**config.mk**
```make
export PLATFORM = sky130hd
export DESIGN_NAME = pw_tile_writer
export DESIGN_NICKNAME = d
export VERILOG_FILES = /design/src/rtl/pw_tile_writer.sv
export SDC_FILE = /design/constraint.sdc
export NUM_CORES = 1
export LEC_CHECK = 0
export ABC_AREA = 1
export BUFFER_PORTS_ARGS = -buffer_cell sky130_fd_sc_hd__buf_2
export CAP_MARGIN = 10
export CORE_MARGIN = 3
export CORE_UTILIZATION = 45
export CTS_BUF_LIST = sky130_fd_sc_hd__clkbuf_8
export CTS_CLUSTER_SIZE = 12
export DETAILED_ROUTE_END_ITERATION = 7
export PLACE_DENSITY = 0.7
export SETUP_SLACK_MARGIN = 0.05
export SLEW_MARGIN = 30
export SYNTH_ARGS = -nofsm -noshare
export SYNTH_HDL_FRONTEND = slang
export SYNTH_SLANG_ARGS = --single-unit
```
**constraint.sdc**
```tcl
create_clock -name clk -period 18.1 [get_ports clk]
set_clock_uncertainty 0.2 [all_clocks]
set_input_delay 0.905 -clock clk [delete_from_list [all_inputs] [get_ports clk]]
set_output_delay 0.905 -clock clk [all_outputs]
set_load 0.01 [all_outputs]
```
**src/rtl/pw_tile_writer.sv**
```systemverilog
// Pointwise tile writer: scatters a channel-innermost element stream (row, col, ch)
// into planar CHW tile memory, one registered write per accepted beat.
module pw_tile_writer #(
   parameter int DATA_W = 8,
   parameter int ADDR_W = 32,
   parameter int DIM_W  = 16
) (
   input  logic              clk,
   input  logic              rst,
   input  logic              start,
   input  logic [DIM_W-1:0]  cfg_tile_h,
   input  logic [DIM_W-1:0]  cfg_tile_w,
   input  logic [DIM_W-1:0]  cfg_channels,
   input  logic [ADDR_W-1:0] cfg_base_addr,
   input  logic              in_valid,
   output logic              in_ready,
   input  logic [DATA_W-1:0] in_data,
   input  logic              in_first_ch,
   input  logic              in_last_ch,
   output logic              wr_en,
   output logic [ADDR_W-1:0] wr_addr,
   output logic [DATA_W-1:0] wr_data,
   input  logic              wr_ready,
   output logic              busy,
   output logic              done,
   output logic              err,
   output logic [1:0]        dbg_state
);

   // Handshakes: a beat transfers on the rising edge where in_valid && in_ready;
   // a write transfers where wr_en && wr_ready, and wr_en/wr_addr/wr_data hold until then.

   typedef enum logic [1:0] {
      S_IDLE  = 2'd0,
      S_RUN   = 2'd1,
      S_DRAIN = 2'd2
   } state_t;

   state_t r_state;
   state_t w_state_next;

   logic [DIM_W-1:0]    r_h;
   logic [DIM_W-1:0]    r_w;
   logic [DIM_W-1:0]    r_c;
   logic [ADDR_W-1:0]   r_plane;
   logic [ADDR_W-1:0]   r_base;
   logic [DIM_W-1:0]    r_ch;
   logic [DIM_W-1:0]    r_col;
   logic [DIM_W-1:0]    r_row;
   logic [ADDR_W-1:0]   r_ch_off;
   logic [ADDR_W-1:0]   r_pix_off;
   logic                r_wr_en;
   logic [ADDR_W-1:0]   r_wr_addr;
   logic [DATA_W-1:0]   r_wr_data;
   logic                r_busy;
   logic                r_done;
   logic                r_err;

   logic                w_cfg_zero;
   logic                w_wr_fire;
   logic                w_in_ready;
   logic                w_accept;
   logic                w_ch_last;
   logic                w_col_last;
   logic                w_row_last;
   logic                w_tile_last;
   logic                w_flag_bad;
   logic [ADDR_W-1:0]   w_addr;
   logic [2*DIM_W-1:0]  w_plane_full;

   assign w_cfg_zero   = (cfg_tile_h == '0) || (cfg_tile_w == '0) || (cfg_channels == '0);
   assign w_plane_full = (2*DIM_W)'(cfg_tile_h) * (2*DIM_W)'(cfg_tile_w);
   assign w_wr_fire    = r_wr_en && wr_ready;
   assign w_in_ready   = (r_state == S_RUN) && (!r_wr_en || wr_ready);
   assign w_accept     = in_valid && w_in_ready;
   assign w_ch_last    = (r_ch  == r_c - DIM_W'(1));
   assign w_col_last   = (r_col == r_w - DIM_W'(1));
   assign w_row_last   = (r_row == r_h - DIM_W'(1));
   assign w_tile_last  = w_ch_last && w_col_last && w_row_last;
   assign w_flag_bad   = (in_first_ch != (r_ch == '0)) || (in_last_ch != w_ch_last);

   // ch_off tracks ch*plane and pix_off tracks row*W+col, so no multiplier sits in the beat path.
   assign w_addr = r_base + r_ch_off + r_pix_off;

   always_comb begin
      w_state_next = r_state;
      if (start) begin
         w_state_next = w_cfg_zero ? S_IDLE : S_RUN;
      end else begin
         case (r_state)
            S_RUN:   if (w_accept && w_tile_last) w_state_next = S_DRAIN;
            S_DRAIN: if (w_wr_fire) w_state_next = S_IDLE;
            default: w_state_next = r_state;
         endcase
      end
   end

   always_ff @(posedge clk) begin
      if (rst) begin
         r_state <= S_IDLE;
      end else begin
         r_state <= w_state_next;
      end
   end

   always_ff @(posedge clk) begin
      if (rst) begin
         r_h       <= '0;
         r_w       <= '0;
         r_c       <= '0;
         r_plane   <= '0;
         r_base    <= '0;
         r_ch      <= '0;
         r_col     <= '0;
         r_row     <= '0;
         r_ch_off  <= '0;
         r_pix_off <= '0;
         r_wr_en   <= 1'b0;
         r_wr_addr <= '0;
         r_wr_data <= '0;
         r_busy    <= 1'b0;
         r_done    <= 1'b0;
         r_err     <= 1'b0;
      end else if (start) begin
         // Start wins over everything else this cycle: any pending write is dropped.
         r_h       <= cfg_tile_h;
         r_w       <= cfg_tile_w;
         r_c       <= cfg_channels;
         r_plane   <= ADDR_W'(w_plane_full);
         r_base    <= cfg_base_addr;
         r_ch      <= '0;
         r_col     <= '0;
         r_row     <= '0;
         r_ch_off  <= '0;
         r_pix_off <= '0;
         r_wr_en   <= 1'b0;
         r_busy    <= !w_cfg_zero;
         r_done    <= w_cfg_zero;
         r_err     <= 1'b0;
      end else begin
         r_done <= 1'b0;
         if (w_wr_fire) begin
            r_wr_en <= 1'b0;
         end
         if (w_accept) begin
            r_wr_en   <= 1'b1;
            r_wr_addr <= w_addr;
            r_wr_data <= in_data;
            if (w_flag_bad) begin
               r_err <= 1'b1;
            end
            if (w_ch_last) begin
               r_ch      <= '0;
               r_ch_off  <= '0;
               r_pix_off <= r_pix_off + ADDR_W'(1);
               if (w_col_last) begin
                  r_col <= '0;
                  r_row <= r_row + DIM_W'(1);
               end else begin
                  r_col <= r_col + DIM_W'(1);
               end
            end else begin
               r_ch     <= r_ch + DIM_W'(1);
               r_ch_off <= r_ch_off + r_plane;
            end
         end
         if ((r_state == S_DRAIN) && w_wr_fire) begin
            r_busy <= 1'b0;
            r_done <= 1'b1;
         end
      end
   end

   assign in_ready  = w_in_ready;
   assign wr_en     = r_wr_en;
   assign wr_addr   = r_wr_addr;
   assign wr_data   = r_wr_data;
   assign busy      = r_busy;
   assign done      = r_done;
   assign err       = r_err;
   assign dbg_state = r_state;

endmodule

```
# Word level (Yosys, flattened, before mapping)
# Index checks and enable logic that the tools add are counted.
dict set report classes {
  add_sub_neg 10
  multipliers 1
  div_mod_pow 0
  n_lt_le_gt_ge 0
  n_eq_ne 9
  shifts 0
  n_mux 14
  bitwise 1
  reduce_logical 26
}
# op n
set op_table {}
lappend op_table {{32-bit adder} 3}
lappend op_table {{16-bit logical NOT} 4}
lappend op_table {{16-bit by 1-bit adder with 16-bit output (second input constant)} 3}
lappend op_table {{16-bit == test} 3}
lappend op_table {{16-bit by 1-bit subtractor with 16-bit output (second input constant)} 3}
lappend op_table {{32-bit by 1-bit adder with 32-bit output (second input constant)} 1}
lappend op_table {{16-bit by 16-bit multiplier with 32-bit output} 1}
lappend op_table {{16-bit two-way mux} 2}
lappend op_table {{32-bit two-way mux} 1}
lappend op_table {{1-bit logical AND} 7}
lappend op_table {{1-bit two-way mux} 7}
lappend op_table {{2-bit two-way mux} 3}
lappend op_table {{2-bit AND reduction} 3}
lappend op_table {{3-bit AND reduction} 2}
lappend op_table {{1-bit logical OR} 4}
lappend op_table {{2-bit one-hot mux with 2 select lines} 1}
lappend op_table {{2-bit nonzero test} 2}
lappend op_table {{3-bit by 2-bit != test with 1-bit output (second input constant)} 1}
lappend op_table {{3-bit != test (second input constant)} 1}
lappend op_table {{3-bit nonzero test} 1}
lappend op_table {{2-bit by 1-bit == test with 1-bit output (second input constant)} 1}
lappend op_table {{2-bit == test (second input constant)} 1}
lappend op_table {{1-bit logical NOT} 2}
lappend op_table {{1-bit != test} 2}
lappend op_table {{other kinds (2)} 2}
dict set report totals {
  register_bits 270
  latchBits 0
  ramBits 0
  romBits 0
  input_bits 95
  output_inout_bits 47
  wordCells 78
  n_memories 0
}

# Depth between registers and ports, before layout
# Gate-level depths: netlist of the first run.
dict set report depth {
  depth_word 8
  depth_mapped 29
  depth_no_buf 27
}

# Worst setup path before layout of the first run
# OpenSTA, ideal clock, no wires.
dict set report synth_path {
  kind {input to register}
  startpoint {input cfg_tile_h[10]}
  endpoint {register r_plane[21]}
  setup_time_ns 0.114
  t_arrival_ns 6.106
  required_ns 17.786
  path_slack_ns 11.680
  cell_stages 23
  n_path_buf 2
  path_cell_list {clkbuf_1 -> clkbuf_1 -> nand2_1 -> fa_1 -> fa_1 -> fa_1 -> fa_1 -> inv_1 -> fa_1 -> inv_1 -> fa_1 -> inv_1 -> ha_1 -> nand2_1 -> nor2_1 -> inv_1 -> o21ai_0 -> nand2_1 -> nand3b_1 -> o21ai_0 -> or2_2 -> nand3_1 -> nand2_1}
}
dict set report synth_via {
  elab_chain_len 1
}
# element line
set synth_rtl {}
lappend synth_rtl {{start, declared} 11} ;# input logic [DIM_W-1:0] cfg_tile_h,
lappend synth_rtl {{16-bit by 16-bit multiplier with 32-bit output} 72} ;# assign w_plane_full = (2*DIM_W)'(cfg_tile_h) * (2*DIM_W)'(cfg_tile_w);
lappend synth_rtl {{end signal, assigned} 129} ;# r_plane <= ADDR_W'(w_plane_full);
lappend synth_rtl {{end, declared} 45} ;# logic [ADDR_W-1:0] r_plane;
# No other way between the ends.
# A chain may end at the register's enable or synchronous reset.

# Worst setup path after layout of the first run
# Ends and elaborated chain as after synthesis.

==> impl_metrics.yaml, run 1 <==
run_status:
  outcome: "completed"
cts:
  clk_pin_slew_worst_setup_hold_paths_ns: 0.06
  cts-buffers-inserted: 48
  ctsHoldBuffers: 0
  clock_sink_count: 270
  tritoncts: "yes"
  cts_max_level: 2
  post-cts-setup-buffers: 0
  post_cts_resize_count: 0
  cts_max_path_buffers: 3
  cts_root_buf: "sky130_fd_sc_hd__clkbuf_8"
  clk-insertion-delay-late_ns: 0.63
route:
  drc: 0
  routed_wl_um: 72800
  drt-vias-per-instance: 5.23
  drtPass1Iterations: 6
  routedWlPerCell_um: 15.8
  detail_route_antenna_nets: 0
  detail_route.iter0.violations: 1778
  num_vias: 24100
pwr:
  power.leakage_nw: 14.5
  ir_drop_uv: 225
  combPwrFrac: 0.647
  total_switching_power_w: 0.00181
  pwr-share-seq: 0.184
  power_frac_clock: 0.169
  cellPowerDensity_mw_per_mm2: 129
  p_int_w: 0.00184
  netSwitchingFraction: 0.496
critical_path:
  crit_path_top_delay_cell: "sky130_fd_sc_hd__fa_1"
  critPathRequiredTime_ns: 18.39
  crit_fanout: 18
  cp-start-kind: "input pin"
  startpoint: "cfg_tile_h[10]"
  crit_path_end_kind: "flop"
  worst_path_dominant_cell_family: "adder cells"
  timing.critical_path.buf_inv: 5
  worst_path_most_repeated_cell: "sky130_fd_sc_hd__fa_1"
  critical_path_arrival_ns: 6.47
  regToRegStartpoint: "r_pix_off[0]"
  timing.critical_path.cells: "buf_2, nand2_1, fa_1, fa_1, fa_1, fa_1, inv_1, fa_1, inv_1, fa_1, inv_1, ha_1, nand2_1, nor2_1, inv_1, o21ai_0, nand2_1, nand3b_1, o21ai_0, or2_2, nand3_1, nand2_1"
  timing.critical_path.slowest_cell_delay_ns: 0.58
  worst-setup-path-type: "input pin to flop"
synthesis:
  post-synth-top-count-cell: "sky130_fd_sc_hd__nand2_1"
  postSynth.asyncResetShare: 0
  synth_seq_area_share: 0.207
  synth_seq_cells: 270
  synth.net_count: 4250
  syn-mean-instance-area_um2: 6.95
  synth_area_leaders: "sky130_fd_sc_hd__dfxtp_1 21%, sky130_fd_sc_hd__fa_1 17%, sky130_fd_sc_hd__nand2_1 14%"
  synth_edf_count: 0
  synth_cells: 3755
  yosys-top-cells-count: "971 x sky130_fd_sc_hd__nand2_1, 641 x sky130_fd_sc_hd__inv_1, 330 x sky130_fd_sc_hd__nor2_1"
  synthDistinctLibCells: 46
  synth_top_cell_area_share: 0.207
  yosys_most_used_dff: "sky130_fd_sc_hd__dfxtp_1"
  synth_area_leader_cell: "sky130_fd_sc_hd__dfxtp_1"
  post_synth_design_cell_area_mm2: 0.0261
  ys.warnings.count: 0
die:
  floorplan.initialDensity: 0.459
  placement_rows: 87
  num_io_pins: 142
  die_width_um: 247
  die_height_um: 247
  total_die_area_mm2: 0.0609
  design.core.area_mm2: 0.0568
placed_design:
  post_dp_cell_area_mm2: 0.0273
  numPortBuffers: 141
  gp_congestion: 0.973
  dp.final_hpwl_um: 56700
global_route:
  grt_antenna_before_repair: 2
  grt_start_max_net_pins: 86
  grt_pass1_wl_um: 120000
  grtUsageTotal: 0.242
  grt.met2_usage: 0.403
  grt_use_met1: 0.328
  globalRouteOverflowTotal: 0
  grt_pass1_vias: 23400
  grtUsageMet3: 0.0283
  grt.busiest_layer: "met2"
run:
  cap_violations: 0
min_path:
  min_path_type: "flop to flop"
  holdCritStartpoint: "err"
layout:
  final_layout_size_suffix_gt1_frac: 0.0679
  layout.filler_cells: 5762
  finalNetCount: 4314
  stdcell_area_mm2: 0.0283
  post_synthesis_to_final_layout_area_growth_pct: 8.51
sta:
  tns_ns: 0
  finalWorstPathRequiredPeriod_ns: 6.18
  finalMaxSlewViolations: 0
  hold_viol_final: 0
  grt_setup_unrepaired: "no"
  timing_worst_slew_pin_value_ns: 0.937
  setup_viol: 0
  max_freq_ghz: 0.162
  final_min_period_over_clock_period: 0.342
  worst_slew_margin_rel: 0.375
[metal layers]
metal,wire length (µm),vias to the layer above
met5,0,-
met4,2450,0
met3,4230,156
met2,33400,714
met1,32800,11300
li1,-,12000
[stage by stage]
stage / setup WS, ns / std cells / total power [W] / hold slack (ns) / util
6_report: 11.92 / 4614 / 0.00365 / 0.245 / 0.498
3_3_place_gp: 11.38 / 4525 / 0.00304 / 0.235 / 0.480
3_5_place_dp: 11.35 / 4525 / 0.00302 / 0.238 / 0.480
4_1_cts: 11.99 / 4612 / 0.00366 / 0.247 / 0.498
2_1_floorplan: 11.68 / 3755 / 0.00243 / 0.233 / -
5_1_grt: 11.52 / 4614 / 0.00407 / 0.279 / 0.498
[tightest hold or removal path, cell delays in order (launching register included)]
cell and delay [ns]:
sky130_fd_sc_hd__dfxtp_1 0.30, sky130_fd_sc_hd__inv_1 0.04, sky130_fd_sc_hd__a21oi_1 0.05
[area by class of cell]
cell class                 instances  area (µm²)  area share
multi-input combinational       2704       17700       0.626
clock inverter                    26         206     0.00729
antenna                            2        5.00    0.000177
tap                              756         946      0.0334
inverter                         647        2430      0.0858
sequential                       270        5410       0.191
timing repair buffer             148         758      0.0268
clock buffer                      61         840      0.0297
[cells by family after synthesis]
logic type | share of synthesized area
compound gates | 0.113
buf+inv | 0.115
xor+xnor | 0.0423
fa+ha+maj | 0.257
flops | 0.207
simple gates | 0.266
[flip-flops by register name, indices dropped and copies added, names as in the netlist]
signal and count:
r_base 32, r_ch_off 32, r_pix_off 32, r_plane 32, wr_addr 32, r_c 16, r_ch 16, r_col 16
r_h 16, r_row 16, r_w 16, wr_data 8, dbg_state 2, busy 1, done 1, err 1
wr_en 1
[power groups by stage]
stage / Sequential (W) / Combinational, W / Clock [W]
6_report: 0.000672 / 0.00236 / 0.000618
5_1_grt: 0.000676 / 0.00273 / 0.000657
4_1_cts: 0.000672 / 0.00236 / 0.000630
3_5_place_dp: 0.000685 / 0.00234 / 0
3_3_place_gp: 0.000685 / 0.00236 / 0
2_1_floorplan: 0.000673 / 0.00176 / 0
[cell usage in the layout, fill, tap and decap left out, drive strengths merged, types with 8 or more instances in the layout]
cell	Yosys	final
clkinv	1	8
nand3	186	186
xnor2	36	36
nor3	58	58
a22o	49	49
or2	14	14
o221ai	8	8
a31oi	11	11
nand2	972	972
ha	173	173
o211ai	15	15
dfxtp	270	270
fa	227	227
a21oi	216	216
xor2	90	90
nand3b	11	11
nand4	49	49
nor2	340	340
clkbuf	97	61
inv	646	659
o21ai	166	166
a21o	10	10
nor4	32	32
o21bai	14	14
buf	37	148
[path summary, 6_finish.rpt]
kind            endpoint  cells past startpoint  slack [ns]
max          r_plane[21]                     22       11.92
min                  err                      2        0.24
max reg2reg  wr_addr[21]                     17       14.65
min reg2reg          err                      2        0.24
(Power assumes the default switching activity.)
==> run 2: changes to the inputs <==
--- a/config.mk
+++ b/config.mk
@@ -13,7 +13,7 @@
 export CTS_BUF_LIST = sky130_fd_sc_hd__clkbuf_8
 export CTS_CLUSTER_SIZE = 12
 export DETAILED_ROUTE_END_ITERATION = 7
-export PLACE_DENSITY = 0.7
+export PLACE_DENSITY = 0.72
 export SETUP_SLACK_MARGIN = 0.05
 export SLEW_MARGIN = 30
 export SYNTH_ARGS = -nofsm -noshare
==> constraint.sdc (replaced) <==
create_clock -name clk -period 5.32 [get_ports clk]
set_clock_uncertainty 0.2 [all_clocks]
set_input_delay 0.266 -clock clk [delete_from_list [all_inputs] [get_ports clk]]
set_output_delay 0.266 -clock clk [all_outputs]
set_load 0.01 [all_outputs]
==> run 2 against run 1 <==
Net effect:
- critical path depth up 4
- non-clock buffer count up 216
- register-to-register slack worse by 13 ns
- first-iteration DRC count down 11%
- worst setup slack worse by 12 ns
- global-route usage up 1.9 points
- utilization up 3.8 points
- sequential share of layout area down 1.4 points
- wire length up 7.8%
- clock-buffer cell count unchanged
- total power rose to 4.3 times the previous value
- via count up 3.8%
==> impl_metrics.yaml, run 2 (synthesis gave the netlist of run 1 again) <==
critical_path:
  critical_path_arrival_ns: 5.37
  worst-setup-path-type: "input pin to flop"
  timing.critical_path.buf_inv: 7
  cp-start-kind: "input pin"
  crit_path_end_kind: "flop"
  worst_path_most_repeated_cell: "sky130_fd_sc_hd__fa_1"
  crit_path_top_delay_cell: "sky130_fd_sc_hd__fa_1"
  critPathRequiredTime_ns: 5.62
  worst_path_dominant_cell_family: "adder cells"
  crit_fanout: 4
  timing.critical_path.slowest_cell_delay_ns: 0.57
placed_design:
  gp_congestion: 0.938
  post_dp_cell_area_mm2: 0.0285
  dp.final_hpwl_um: 61600
  numPortBuffers: 141
  dpl_worst_slack_ns: -0.401
cts:
  cts-buffers-inserted: 48
  clk-insertion-delay-late_ns: 0.63
  tritoncts: "yes"
  cts_max_path_buffers: 3
  cts_root_buf: "sky130_fd_sc_hd__clkbuf_8"
  cts_max_level: 2
  clock_sink_count: 270
  clk_pin_slew_worst_setup_hold_paths_ns: 0.06
die:
  die_height_um: 247
  total_die_area_mm2: 0.0609
  die_width_um: 247
  placement_rows: 87
  floorplan.initialDensity: 0.459
  num_io_pins: 142
  design.core.area_mm2: 0.0568
layout:
  sequential_cell_area_mm2: 0.00541
  layout_commonest_cell: "sky130_fd_sc_hd__nand2_1"
  finalNetCount: 4530
  layout.filler_cells: 5573
  final_layout_size_suffix_gt1_frac: 0.108
  final_core_utilization: 0.537
  post_synthesis_to_final_layout_area_growth_pct: 16.9
  layout.cells.most_common_list: "965 x sky130_fd_sc_hd__nand2_1, 646 x sky130_fd_sc_hd__inv_1, 322 x sky130_fd_sc_hd__nor2_1"
  multi_input_comb_area_mm2: 0.0179
  stdcell_area_mm2: 0.0305
pwr:
  cellPowerDensity_mw_per_mm2: 514
  totalPowerFinal_w: 0.0157
  ir_drop_uv: 1020
  power.leakage_nw: 15.6
route:
  routed_wl_um: 78500
  num_vias: 25100
  detail_route_antenna_nets: 0
  drt-vias-per-instance: 5.19
  routedWlPerCell_um: 16.2
  drtPass1Iterations: 5
  drc: 0
  detail_route.iter0.violations: 1585
sta:
  finalWorstPathRequiredPeriod_ns: 5.07
  finalMaxSlewViolations: 0
  setup_viol: 0
  worst_slew_margin_rel: 0.412
  timing.final.ws_setup_ns: 0.250
  hold_slack_ns: 0.0175
  grt_setup_unrepaired: "no"
  hold_viol_final: 0
  timing_worst_slew_pin_value_ns: 0.881
  max_freq_ghz: 0.197
  final_min_period_over_clock_period: 0.953
global_route:
  grt_pass1_vias: 24900
  grtUsageTotal: 0.262
  grt_pass1_wl_um: 129000
  globalRouteOverflowTotal: 0
  grt_antenna_before_repair: 2
  grt_start_max_net_pins: 63
run:
  cap_violations: 0
min_path:
  min_path_type: "input pin to flop"
run_status:
  outcome: "completed"
-- run 2: cell types whose count changed in the layout (fill, tap and decap cells not counted), moves of 5 or more --
cell                            previous run  this run
sky130_fd_sc_hd__inv_1                   654       646
sky130_fd_sc_hd__clkbuf_4                  0         7
sky130_fd_sc_hd__buf_4                     7       143
sky130_fd_sc_hd__clkinv_2                  6        12
sky130_fd_sc_hd__nand2_2                   1         7
sky130_fd_sc_hd__ha_1                    173       164
sky130_fd_sc_hd__nand2_1                 971       965
sky130_fd_sc_hd__buf_2                   141       129
sky130_fd_sc_hd__ha_4                      0         9
sky130_fd_sc_hd__nor2_1                  327       322
sky130_fd_sc_hd__dlygate4sd3_1             0        76
sky130_fd_sc_hd__nor2_2                    6        11
-- run 2: repair_timing --
item,4_1_cts,5_1_grt
hold buffers,75,2
setup endpoints to repair,0,17
gates resized for setup,0,31
setup buffers,0,1
endpoints found under the hold margin,80,2
-- run 2: area by class of cell --
type	instances	share of cell area
Clock buffer	61	0.0275
Clock inverter	27	0.00862
Timing Repair Buffer	364	0.0881
Sequential cell	270	0.177
Tap cell	756	0.0310
Inverter	647	0.0797
Antenna cell	4	0.000328
Multi-Input combinational cell	2704	0.587
-- run 2: worst paths after layout --
check	endpoint	cells past startpoint	slack, ns	from
setup / recovery	r_plane[29]	26	0.25	cfg_tile_h[0]
hold / removal	r_h[12]	4	0.02	cfg_tile_h[12]
setup reg to reg	r_pix_off[24]	16	1.70	r_c[0]
hold reg to reg	err	2	0.25	err
-- run 2: worst reg2reg max path: stages (launching register included) --
cell and delay [ns]:
sky130_fd_sc_hd__dfxtp_1 0.32, sky130_fd_sc_hd__inv_1 0.10, sky130_fd_sc_hd__ha_1 0.27, sky130_fd_sc_hd__inv_1 0.06, sky130_fd_sc_hd__nand2_1 0.09, sky130_fd_sc_hd__nand2_1 0.06, sky130_fd_sc_hd__nand2_1 0.05, sky130_fd_sc_hd__nand2_1 0.06
sky130_fd_sc_hd__inv_1 0.05, sky130_fd_sc_hd__nand3_1 0.09, sky130_fd_sc_hd__nor3_1 0.40, sky130_fd_sc_hd__nand3_2 0.18, sky130_fd_sc_hd__nor2_4 0.38, sky130_fd_sc_hd__buf_4 0.47, sky130_fd_sc_hd__inv_2 0.41, sky130_fd_sc_hd__nand2_1 0.18
sky130_fd_sc_hd__a21oi_1 0.08
-- run 2: where the power goes --
| group | internal [W] | switching [W] |
|---|---|---|
| combinational | 0.00517 | 0.00597 |
| sequential | 0.00217 | 0.000119 |
| clock | 0.00128 | 0.000953 |
| total | 0.00862 | 0.00704 |
-- run 2: through the flow --
step,TNS (ns),instances
detailed placement,-5.08,4662
global route,0,4830
finish,0,4833
floorplan,0,3755
CTS,0,4825
global placement,-4.00,4662
-- run 2: per-layer routing --
| metal | global-route usage | vias to the layer above | part of all wire |
|---|---|---|---|
| li1 | - | 12400 | - |
| met1 | 0.348 | 11800 | 0.44 |
| met2 | 0.438 | 724 | 0.47 |
| met3 | 0.0398 | 153 | 0.059 |
| met4 | 0.0798 | 2 | 0.028 |
| met5 | 0 | - | 0.00017 |
==> run 3: changes to the inputs <==
--- a/config.mk
+++ b/config.mk
@@ -6,14 +6,14 @@
 export NUM_CORES = 1
 export LEC_CHECK = 0
 export ABC_AREA = 1
-export BUFFER_PORTS_ARGS = -buffer_cell sky130_fd_sc_hd__buf_2
 export CAP_MARGIN = 10
 export CORE_MARGIN = 3
 export CORE_UTILIZATION = 45
-export CTS_BUF_LIST = sky130_fd_sc_hd__clkbuf_8
+export CTS_BUF_LIST = sky130_fd_sc_hd__clkbuf_2 sky130_fd_sc_hd__clkbuf_4 sky130_fd_sc_hd__clkbuf_8
 export CTS_CLUSTER_SIZE = 12
 export DETAILED_ROUTE_END_ITERATION = 7
-export PLACE_DENSITY = 0.72
+export DONT_BUFFER_PORTS = 1
+export PLACE_DENSITY = 0.7
 export SETUP_SLACK_MARGIN = 0.05
 export SLEW_MARGIN = 30
 export SYNTH_ARGS = -nofsm -noshare
==> run 3 against run 2 <==
Net effect:
- first-iteration DRC count increased by 17%
- maximum frequency up 6.7%
- utilization decreased by 2.8 points
- combinational power decreased by 16%
- non-clock buffer count shrank 245
- wire length shrank 0.90%
- via count down 2.9%
- total power fell by 12%
- die area did not move
- sequential power barely moved
- critical path depth stayed put
==> impl_metrics.yaml, run 3 (synthesis gave the netlist of run 1 again) <==
min_path:
  min_path_type: "input pin to flop"
  hold_depth: 3
  whs_endpoint: "wr_addr[3]"
  holdCritStartpoint: "start"
pwr:
  totalPowerFinal_w: 0.0138
  ir_drop_uv: 734
  cellPowerDensity_mw_per_mm2: 478
  power.leakage_nw: 14.4
route:
  drtPass1Iterations: 7
  detail_route.iter0.violations: 1850
  routedWlPerCell_um: 17.0
  drc: 0
  drt-vias-per-instance: 5.30
  num_vias: 24300
  detail_route_antenna_nets: 0
  routed_wl_um: 77800
placed_design:
  dp.final_hpwl_um: 58600
  numPortBuffers: 0
  gp_congestion: 0.963
  place.detailed.instances: 4397
cts:
  tritoncts: "yes"
  clk_pin_slew_worst_setup_hold_paths_ns: 0.07
  cts_max_path_buffers: 3
  clk-insertion-delay-late_ns: 0.60
  cts-buffers-inserted: 47
  cts_root_buf: "sky130_fd_sc_hd__clkbuf_8"
  post_cts_resize_count: 0
  clock_sink_count: 270
  cts_max_level: 2
sta:
  final_min_period_over_clock_period: 0.894
  hold_slack_ns: 0.0538
  timing_worst_slew_pin_value_ns: 0.964
  finalWorstPathRequiredPeriod_ns: 4.75
  worst_slew_margin_rel: 0.356
  max_freq_ghz: 0.210
  finalMaxSlewViolations: 0
  setup_viol: 0
  grt_setup_unrepaired: "no"
  tns_ns: 0
  hold_viol_final: 0
critical_path:
  cp-start-kind: "input pin"
  critPathRequiredTime_ns: 5.62
  timing.critical_path.slowest_cell_delay_ns: 0.53
  crit_path_end_kind: "flop"
  worst_path_most_repeated_cell: "sky130_fd_sc_hd__inv_1"
  critical_path_arrival_ns: 5.05
  timing.critical_path.buf_inv: 7
  crit_fanout: 18
  worst_r2r_endpoint: "r_pix_off[10]"
  regToRegStartpoint: "r_c[0]"
  worst_path_dominant_cell_family: "adder cells"
  reg2reg_slack_ns: 1.71
  crit_path_top_delay_cell: "sky130_fd_sc_hd__fa_1"
  worst-setup-path-type: "input pin to flop"
  worst_r2r_path_depth: 16
global_route:
  grt_start_max_net_pins: 75
  globalRouteOverflowTotal: 0
  grt_antenna_before_repair: 5
  grtUsageTotal: 0.257
  grt_pass1_vias: 23600
  grt_pass1_wl_um: 125000
layout:
  final_layout_size_suffix_gt1_frac: 0.0450
  post_synthesis_to_final_layout_area_growth_pct: 10.8
  layout_commonest_cell: "sky130_fd_sc_hd__nand2_1"
  layout.cells.most_common_list: "965 x sky130_fd_sc_hd__nand2_1, 639 x sky130_fd_sc_hd__inv_1, 325 x sky130_fd_sc_hd__nor2_1"
  post_layout_nonfiller_instances: 4589
  finalNetCount: 4284
  layout.filler_cells: 5598
die:
  total_die_area_mm2: 0.0609
  placement_rows: 87
  die_width_um: 247
  design.core.area_mm2: 0.0568
  die_height_um: 247
  num_io_pins: 142
  floorplan.initialDensity: 0.459
run:
  cap_violations: 0
run_status:
  outcome: "completed"
-- run 3: changes by cell type in the layout (fill, tap and decap cells not counted), sizes merged, moves of 2 or more --
cell,delta
buf,-258
clkbuf,+4
clkinv,-2
clkinvlp,-3
diode,+4
dlygate4sd3,+21
inv,-8
-- run 3: timing repair --
action | in CTS | in global routing
hold buffers | 99 | 0
hold endpoints to repair | 154 | 0
buffers inserted | 0 | 0
-- run 3: final cells by class --
| cell class | instances | area, µm² | area share |
|---|---|---|---|
| clock inverters | 13 | 165 | 0.00571 |
| flip-flops and latches | 270 | 5410 | 0.187 |
| repair buffers | 119 | 1160 | 0.0402 |
| well taps | 756 | 946 | 0.0327 |
| diodes | 8 | 20.0 | 0.000692 |
| multi-input cells | 2704 | 17900 | 0.618 |
| inverters | 647 | 2430 | 0.0842 |
| clock buffers | 72 | 910 | 0.0315 |
-- run 3: tightest hold or removal path: stages --
cell,delay [ns]
sky130_fd_sc_hd__nor2_4,0.02
sky130_fd_sc_hd__buf_4,0.29
sky130_fd_sc_hd__a21oi_1,0.20
-- run 3: per-stage QoR --
step	utilization	worst slack, ns	area (µm²)
after floorplan	-	0.0429	26500
after global placement	0.472	0.0464	26800
after detailed placement	0.472	0.00137	26800
after CTS	0.508	0.621	28900
after global routing	0.509	0.309	28900
final	0.509	0.566	28900
-- run 3: report_power, final --
| part | internal, W | switching, W |
|---|---|---|
| Clock | 0.00128 | 0.000904 |
| Sequential | 0.00217 | 0.000135 |
| Combinational | 0.00383 | 0.00551 |
| Total | 0.00728 | 0.00655 |
-- run 3: routing by layer --
layer  GRT usage  share of wire  vias to the layer above
met5           0              0                        -
met4      0.0900          0.033                        0
met3      0.0426          0.072                      168
met2       0.427           0.47                      783
met1       0.339           0.43                    11500
li1            -              -                    11900
-- run 3: worst max-delay path by stage --
stage	slack [ns]	cells after the start	end	from
2_1_floorplan	0.04	23	r_plane[21]	cfg_tile_h[10]
3_3_place_gp	0.05	22	r_plane[26]	cfg_tile_h[5]
3_5_place_dp	0.001	25	r_plane[28]	cfg_tile_h[9]
4_1_cts	0.62	25	r_plane[28]	cfg_tile_h[9]
5_1_grt	0.31	22	r_plane[20]	cfg_tile_h[6]
6_report	0.57	26	r_plane[29]	cfg_tile_h[5]
